--- config.mk ---
export PLATFORM = sky130hd
export DESIGN_NAME = acq_event_reader_flat
export DESIGN_NICKNAME = d
export VERILOG_FILES = /design/src/rtl/acq_pkg.sv /design/src/rtl/acq_event_reader_if.sv /design/src/rtl/sat_counter.sv /design/src/rtl/acq_event_reader.sv /design/src/flat_wrapper.sv
export SDC_FILE = /design/constraint.sdc
export NUM_CORES = 1
export LEC_CHECK = 0
export CAP_MARGIN = 30
export CORE_ASPECT_RATIO = 1.1
export CORE_MARGIN = 2
export CORE_UTILIZATION = 26
export CTS_CLUSTER_DIAMETER = 40
export DETAILED_ROUTE_END_ITERATION = 8
export SLEW_MARGIN = 5
export SYNTH_ARGS = -nofsm -noshare
export SYNTH_HDL_FRONTEND = slang
export SYNTH_SLANG_ARGS = --single-unit
--- constraint.sdc ---
create_clock -name clk -period 2.9 [get_ports clk]
set_input_delay 0.58 -clock clk [delete_from_list [all_inputs] [get_ports clk]]
set_output_delay 0.58 -clock clk [all_outputs]
set_load 0.03 [all_outputs]
--- src/rtl/acq_pkg.sv ---
// Shared definitions for the acquisition event path: FSM encoding, event-word fields, header flag positions.
package acq_pkg;

  localparam int unsigned STATE_W  = 4;
  localparam int unsigned ST_IDLE  = 0;
  localparam int unsigned ST_REQ   = 1;
  localparam int unsigned ST_WAIT  = 2;
  localparam int unsigned ST_SEND  = 3;

  localparam int unsigned WORD_W   = 32;
  localparam int unsigned TYPE_LSB = 24;
  localparam int unsigned TYPE_W   = 5;
  localparam int unsigned NUM_W    = 24;

  localparam int unsigned HDR_SEQ_ERR_BIT = 31;
  localparam int unsigned HDR_TIMEOUT_BIT = 30;
  localparam int unsigned HDR_SKIP_BIT    = 29;

  typedef enum logic [STATE_W-1:0] {
    IDLE      = 4'b0001,
    REQ       = 4'b0010,
    WAIT_DONE = 4'b0100,
    SEND      = 4'b1000
  } state_e;

  function automatic logic [WORD_W-1:0] make_hdr(input logic seq_err, input logic timeout,
                                                 input logic skipped, input logic [TYPE_W-1:0] trig_type,
                                                 input logic [NUM_W-1:0] trig_num);
    logic [WORD_W-1:0] h;
    h = '0;
    h[NUM_W-1:0]            = trig_num;
    h[TYPE_LSB +: TYPE_W]   = trig_type;
    h[HDR_SKIP_BIT]         = skipped;
    h[HDR_TIMEOUT_BIT]      = timeout;
    h[HDR_SEQ_ERR_BIT]      = seq_err;
    return h;
  endfunction

endpackage

--- src/rtl/acq_event_reader_if.sv ---
// Event-FIFO pop, channel readout and header handshake signals of the event reader.
interface acq_event_reader_if
  import acq_pkg::*;
#(
  parameter int unsigned NUM_CHAN = 5
);
  logic                evt_valid;
  logic                evt_ready;
  logic [WORD_W-1:0]   evt_data;
  logic [NUM_CHAN-1:0] readout_req;
  logic [NUM_CHAN-1:0] readout_dones;
  logic                hdr_valid;
  logic                hdr_ready;
  logic [WORD_W-1:0]   hdr_data;

  modport slave (
    input  evt_valid, evt_data, readout_dones, hdr_ready,
    output evt_ready, readout_req, hdr_valid, hdr_data
  );

  modport master (
    output evt_valid, evt_data, readout_dones, hdr_ready,
    input  evt_ready, readout_req, hdr_valid, hdr_data
  );
endinterface

--- src/rtl/sat_counter.sv ---
// Increment-enable counter that sticks at all-ones.
module sat_counter #(
  parameter int unsigned W = 16
) (
  input  logic         clk,
  input  logic         reset,
  input  logic         inc_i,
  output logic [W-1:0] count_o
);
  logic [W-1:0] cnt_q, cnt_d;

  always_comb begin
    cnt_d = cnt_q;
    if (inc_i && (cnt_q != '1)) cnt_d = cnt_q + W'(1);
  end

  always_ff @(posedge clk or posedge reset) begin
    if (reset) cnt_q <= '0;
    else       cnt_q <= cnt_d;
  end

  assign count_o = cnt_q;
endmodule

--- src/rtl/acq_event_reader.sv ---
// Pops acquisition events, checks trigger-number continuity, runs channel readout and emits one header per event.
// Optional readout watchdog enabled by defining ACQ_READER_TIMEOUT_EN.
module acq_event_reader
  import acq_pkg::*;
#(
  parameter int unsigned NUM_CHAN       = 5,
  parameter int unsigned TIMEOUT_CYCLES = 40_000_000,
  parameter int unsigned ERR_CNT_W      = 16
) (
  input  logic                 clk,
  input  logic                 reset,
  input  logic [NUM_CHAN-1:0]  chan_en,
  acq_event_reader_if.slave    bus,
  output logic [ERR_CNT_W-1:0] seq_err_cnt,
  output logic [ERR_CNT_W-1:0] timeout_cnt,
  output logic [STATE_W-1:0]   state
);
  state_e              state_q, state_d;
  logic [STATE_W-1:0]  state_bits;
  logic [TYPE_W-1:0]   type_q, type_d, in_type;
  logic [NUM_W-1:0]    num_q, num_d, in_num;
  logic [NUM_CHAN-1:0] en_q, en_d, acc_q, acc_d, req_q, req_d, dones_m;
  logic                seq_err_q, seq_err_d, first_q, first_d;
  logic                hdr_valid_q, hdr_valid_d;
  logic [WORD_W-1:0]   hdr_q, hdr_d;
  logic                mismatch, skipped, seq_inc, to_inc, timed_out;
  logic                unused_evt_hi;

  assign in_num        = bus.evt_data[NUM_W-1:0];
  assign in_type       = bus.evt_data[TYPE_LSB +: TYPE_W];
  assign unused_evt_hi = ^bus.evt_data[WORD_W-1:TYPE_LSB+TYPE_W];
  assign mismatch      = !first_q && (in_num != (num_q + NUM_W'(1)));
  assign skipped       = (in_type == '0) || (chan_en == '0);
  assign dones_m       = bus.readout_dones & en_q;

`ifdef ACQ_READER_TIMEOUT_EN
  logic [31:0] to_cnt_q, to_cnt_d;
  assign timed_out = (to_cnt_q == 32'(TIMEOUT_CYCLES - 1));

  always_ff @(posedge clk or posedge reset) begin
    if (reset) to_cnt_q <= '0;
    else       to_cnt_q <= to_cnt_d;
  end
`else
  logic unused_timeout_cfg;
  assign timed_out          = 1'b0;
  assign unused_timeout_cfg = ^32'(TIMEOUT_CYCLES);
`endif

  // Next-state and registered-output decode
  always_comb begin
    state_d     = state_q;
    type_d      = type_q;
    num_d       = num_q;
    en_d        = en_q;
    acc_d       = acc_q;
    req_d       = '0;
    seq_err_d   = seq_err_q;
    first_d     = first_q;
    hdr_valid_d = hdr_valid_q;
    hdr_d       = hdr_q;
    seq_inc     = 1'b0;
    to_inc      = 1'b0;
`ifdef ACQ_READER_TIMEOUT_EN
    to_cnt_d    = to_cnt_q;
`endif
    unique case (state_q)
      IDLE: begin
        if (bus.evt_valid) begin
          type_d    = in_type;
          num_d     = in_num;
          en_d      = chan_en;
          seq_err_d = mismatch;
          seq_inc   = mismatch;
          first_d   = 1'b0;
          if (skipped) begin
            state_d     = SEND;
            hdr_valid_d = 1'b1;
            hdr_d       = make_hdr(mismatch, 1'b0, 1'b1, in_type, in_num);
          end else begin
            state_d = REQ;
            req_d   = chan_en;
          end
        end
      end
      REQ: begin
        acc_d   = dones_m;
        state_d = WAIT_DONE;
`ifdef ACQ_READER_TIMEOUT_EN
        to_cnt_d = '0;
`endif
      end
      WAIT_DONE: begin
        acc_d = acc_q | dones_m;
`ifdef ACQ_READER_TIMEOUT_EN
        to_cnt_d = to_cnt_q + 32'd1;
`endif
        if ((acc_q | dones_m) == en_q) begin
          state_d     = SEND;
          hdr_valid_d = 1'b1;
          hdr_d       = make_hdr(seq_err_q, 1'b0, 1'b0, type_q, num_q);
        end else if (timed_out) begin
          state_d     = SEND;
          hdr_valid_d = 1'b1;
          to_inc      = 1'b1;
          hdr_d       = make_hdr(seq_err_q, 1'b1, 1'b0, type_q, num_q);
        end
      end
      SEND: begin
        if (bus.hdr_ready) begin
          state_d     = IDLE;
          hdr_valid_d = 1'b0;
        end
      end
      default: state_d = IDLE;
    endcase
  end

  always_ff @(posedge clk or posedge reset) begin
    if (reset) begin
      state_q     <= IDLE;
      type_q      <= '0;
      num_q       <= '0;
      en_q        <= '0;
      acc_q       <= '0;
      req_q       <= '0;
      seq_err_q   <= 1'b0;
      first_q     <= 1'b1;
      hdr_valid_q <= 1'b0;
      hdr_q       <= '0;
    end else begin
      state_q     <= state_d;
      type_q      <= type_d;
      num_q       <= num_d;
      en_q        <= en_d;
      acc_q       <= acc_d;
      req_q       <= req_d;
      seq_err_q   <= seq_err_d;
      first_q     <= first_d;
      hdr_valid_q <= hdr_valid_d;
      hdr_q       <= hdr_d;
    end
  end

  sat_counter #(.W(ERR_CNT_W)) u_seq_err_cnt (
    .clk(clk), .reset(reset), .inc_i(seq_inc), .count_o(seq_err_cnt)
  );

  sat_counter #(.W(ERR_CNT_W)) u_timeout_cnt (
    .clk(clk), .reset(reset), .inc_i(to_inc), .count_o(timeout_cnt)
  );

  assign state_bits      = state_q;
  assign state           = state_bits;
  // Pop strobe is held low while reset is asserted even though the state reads IDLE
  assign bus.evt_ready   = state_bits[ST_IDLE] & ~reset;
  assign bus.readout_req = req_q;
  assign bus.hdr_valid   = hdr_valid_q;
  assign bus.hdr_data    = hdr_q;
endmodule

--- src/flat_wrapper.sv ---
// flat-port wrapper written by rule: the top's interface ports become plain ports
module acq_event_reader_flat import acq_pkg::*;
#(
  parameter int unsigned NUM_CHAN       = 5,
  parameter int unsigned TIMEOUT_CYCLES = 40_000_000,
  parameter int unsigned ERR_CNT_W      = 16
)
  (clk, reset, chan_en, seq_err_cnt, timeout_cnt, state, bus_evt_valid, bus_evt_data, bus_readout_dones, bus_hdr_ready, bus_evt_ready, bus_readout_req, bus_hdr_valid, bus_hdr_data);
  acq_event_reader_if #(.NUM_CHAN(NUM_CHAN)) bus_i ();
  input  logic clk;
  input  logic reset;
  input  logic [NUM_CHAN-1:0] chan_en;
  output logic [ERR_CNT_W-1:0] seq_err_cnt;
  output logic [ERR_CNT_W-1:0] timeout_cnt;
  output logic [STATE_W-1:0] state;
  input wire logic [$bits(bus_i.evt_valid)-1:0] bus_evt_valid;
  input wire logic [$bits(bus_i.evt_data)-1:0] bus_evt_data;
  input wire logic [$bits(bus_i.readout_dones)-1:0] bus_readout_dones;
  input wire logic [$bits(bus_i.hdr_ready)-1:0] bus_hdr_ready;
  output wire logic [$bits(bus_i.evt_ready)-1:0] bus_evt_ready;
  output wire logic [$bits(bus_i.readout_req)-1:0] bus_readout_req;
  output wire logic [$bits(bus_i.hdr_valid)-1:0] bus_hdr_valid;
  output wire logic [$bits(bus_i.hdr_data)-1:0] bus_hdr_data;
  assign bus_i.evt_valid = bus_evt_valid;
  assign bus_i.evt_data = bus_evt_data;
  assign bus_i.readout_dones = bus_readout_dones;
  assign bus_i.hdr_ready = bus_hdr_ready;
  assign bus_evt_ready = bus_i.evt_ready;
  assign bus_readout_req = bus_i.readout_req;
  assign bus_hdr_valid = bus_i.hdr_valid;
  assign bus_hdr_data = bus_i.hdr_data;
  acq_event_reader #(.NUM_CHAN(NUM_CHAN), .TIMEOUT_CYCLES(TIMEOUT_CYCLES), .ERR_CNT_W(ERR_CNT_W)) u_core (.clk(clk), .reset(reset), .chan_en(chan_en), .bus(bus_i), .seq_err_cnt(seq_err_cnt), .timeout_cnt(timeout_cnt), .state(state));
endmodule
==> metrics.md <==
| Metric | Value |
|---|---|
| # IOs | `121` |
| Row count | `54` |
| Root Buffer | `clkbuf_16` |
| Total CTS buffers | `9` |
| WL/cell | `14.7 um` |
| Antenna violations before repair | `0` |
| Port Buffers | `100` |
| Placed insts | `833` |
| Netlist Area Pre-Place | `5200 um^2` |
| H-Tree Depth | `3` |
| Layout cells sized above 1 | `0.176` |
| RSZ-0062 raised after global routing | `no` |
| Area Overhead vs Synth | `33.7%` |
| Synthesized instance count | `479` |
| Gr usage total | `0.120` |
| Power share of the sequential group | `0.356` |
| Largest net degree at the start of global routing | `49` |
| Crit share post-route | `0.947` |
| Maxcap violations | `0` |
| TNS Setup | `0 ns` |
| Async S/R FF share, synth | `1.00` |
| Fmax | `364 MHz` |
| Final Non-Filler Cells | `850` |
| Final core occ | `0.352` |
| Clk slew on worst S/H paths | `0.07 ns` |
| Worst-Margin Slew | `0.618 ns` |
| Placer Congestion | `0.810` |
| Distinct cells, synth | `66` |
| Post-synth top area share | `0.462` |
| Final Hold Fails | `0` |
| Switching share of power | `0.393` |
| Clk pwr share | `0.187` |
| Slew margin rel. | `0.587` |
| Post-synth top flop | `dfrtp_1` |
| Pre-antenna DRT Iters | `6` |
| Grt ovf | `0` |
| Core Area | `19700 um^2` |
| Vias in the first global route | `3946` |
| Min cycle time layout | `2.75 ns` |
| Critical path startpoint category | `flip-flop` |
| # DRC | `0` |
| Area leader, netlist | `dfrtp_1` |
| Post-synth EDFFs | `0` |
| Ys Warns | `0` |
| Hold Buf Count CTS | `0` |
| Count leader, synth | `dfrtp_1` |
| Final setup viols | `0` |
| Pwr per Cell Area | `996 nW/um^2` |
| TritonCTS clock tree | `done` |
| Starting Density | `0.263` |
| Chip Height | `152 um` |
| CTS Buffer Depth | `2` |
| Max VDD drop | `536 uV` |
| # diodes | `0` |
| Num Clock Sinks | `98` |
| Internal power | `0.00420 W` |
| 1st-iter DRT viols | `117` |
| First-pass GRT wire length | `20.4 mm` |
| Post-DP HPWL | `9.35 mm` |
| Via density per instance | `4.65` |
| HP Class | `flip-flop to flip-flop` |
| Worst skew pair latency | `0.35 ns` |
| CP Max Fanout | `8` |
| LEAKAGE | `2.79 nW` |
| Via count | `3953` |
| Flops & latches, synth | `98` |
| Status | `completed` |
| Critical path class | `flip-flop to flip-flop` |
| Fin Clk Skew | `0.00779 ns` |
| Sequential element share of the synthesized area | `0.472` |
| Hold slack | `0.482 ns` |
| Chip Width | `139 um` |
| Nets | `641` |
| Synth cell count leaders | `dfrtp_1 (96), xnor2_1 (41), nand2_1 (40)` |
| Mapped Avg Cell Area | `10.8 um^2` |
| Switching power | `0.00272 W` |
| Top post-synthesis cells by area | `dfrtp_1 (46%), mux2_2 (7.4%), xnor2_1 (6.9%), mux2i_1 (5.6%), o21ai_0 (3.1%)` |
| Crit path capture type | `flip-flop` |
| Critical Path AT | `2.98 ns` |
| Logic pwr share | `0.457` |
| Die area | `21100 um^2` |
| Total Routed Length | `12.5 mm` |
| Post-route ant nets | `0` |
| WP data required | `3.14 ns` |
| Slew Viols, Final | `0` |
path summary, 6_finish.rpt:
kind	start	slack, ns	to	cells past startpoint
max	u_core.num_q[0]$_DFFE_PP0P_	0.15	u_core.u_seq_err_cnt.count_o[1]$_DFFE_PP0P_	11
min	u_core.bus.hdr_data[3]$_DFFE_PP0P_	0.48	u_core.bus.hdr_data[3]$_DFFE_PP0P_	2
max reg2reg	u_core.num_q[0]$_DFFE_PP0P_	0.15	u_core.u_seq_err_cnt.count_o[1]$_DFFE_PP0P_	11
min reg2reg	u_core.bus.hdr_data[3]$_DFFE_PP0P_	0.48	u_core.bus.hdr_data[3]$_DFFE_PP0P_	2
max in group asynchronous	reset	1.58	u_core.bus.hdr_data[2]$_DFFE_PP0P_	3
min in group asynchronous	reset	0.69	u_core.u_seq_err_cnt.count_o[12]$_DFFE_PP0P_	2
layout make-up:
type | instances | area [um^2]
clock buffer | 13 | 280
inverter | 11 | 45.0
timing repair buffer | 126 | 1240
fill | 1973 | 12800
sequential | 98 | 2450
tap | 252 | 315
multi-input combinational | 347 | 2570
clock inverter | 3 | 43.8
cells in the final DEF, fill, tap and decap left out, drive strengths merged, types with 2 or more instances in the layout:
cell type / n
a41oi: 2
and2: 8
clkbuf: 13
and4: 6
a22o: 2
dfstp: 2
and4b: 3
nor3: 8
xor2: 10
nand4: 7
dfrtp: 96
conb: 17
nor4: 2
a21oi: 7
or3b: 2
o21ai: 33
or4: 3
a22oi: 2
buf: 26
inv: 11
nand2: 41
nor2: 14
clkdlybuf4s50: 100
nor2b: 3
or4b: 2
mux2i: 29
a32o: 5
nand3: 23
ha: 2
and3: 11
nand2b: 5
xnor2: 41
o221ai: 2
mux2: 35
flip-flops by register name, summed over array words and instances, names as in the netlist:
register / flops
u_core.u_seq_err_cnt.count_o: 16
u_core.bus.readout_req: 5
u_core.first_q: 1
u_core.en_q: 5
u_core.seq_err_q: 1
u_core.num_q: 24
u_core.bus.hdr_data: 31
u_core.bus.hdr_valid: 1
u_core.type_q: 5
u_core.acc_q: 5
u_core.state: 4
power by group through the flow:
stage	clock network (W)	registers (W)	logic, W
after detailed placement	0	0.00249	0.00318
after global routing	0.00140	0.00257	0.00343
after global placement	0	0.00246	0.00313
final	0.00129	0.00247	0.00316
after floorplan	0	0.00287	0.00161
after CTS	0.00134	0.00247	0.00320
worst max-delay path, cell delays in order, from the launching register on:
cell	delay [ns]
dfrtp_1	0.36
ha_2	0.23
nand3_4	0.08
buf_4	0.18
and4bb_2	0.32
buf_4	0.12
nand4_1	0.10
xnor2_1	0.18
nand4_1	0.10
a2111o_1	0.50
nand2_2	0.13
mux2_1	0.32
through the flow:
| stage | setup WS (ns) | cell area, um^2 | total power [W] |
|---|---|---|---|
| after floorplan | 0.136 | 5260 | 0.00449 |
| after global placement | -0.286 | 6590 | 0.00559 |
| after detailed placement | -0.280 | 6590 | 0.00567 |
| after CTS | 0.0603 | 6920 | 0.00701 |
| after global routing | 0.0127 | 6950 | 0.00740 |
| final | 0.154 | 6950 | 0.00692 |
per-layer routing:
layer | wire (um) | global-route usage | vias to the layer above
li1 | - | - | 1900
met1 | 5640 | 0.150 | 1955
met2 | 6120 | 0.203 | 85
met3 | 570 | 0.0317 | 13
met4 | 161 | 0.0351 | 0
met5 | 0 | 0 | -
what timing repair did:
item / 4_1_cts / 5_1_grt
gates resized for setup: 0 / 4
endpoints found under the setup margin: 0 / 16
setup buffers: 0 / 1
hold endpoints to repair: 0 / 0
kinds of logic (layout without fill, tap and decap cells):
logic type	after synthesis	count (layout)	synth area share
simple gates	145	145	0.164
flops	98	98	0.472
compound gates	68	68	0.0874
mux	64	64	0.132
xor+xnor	51	51	0.0860
buf+inv	50	153	0.0530
fa+ha+maj	2	2	0.00482
other cells	1	17	0.000722
Power figures use the tool's default switching activity.
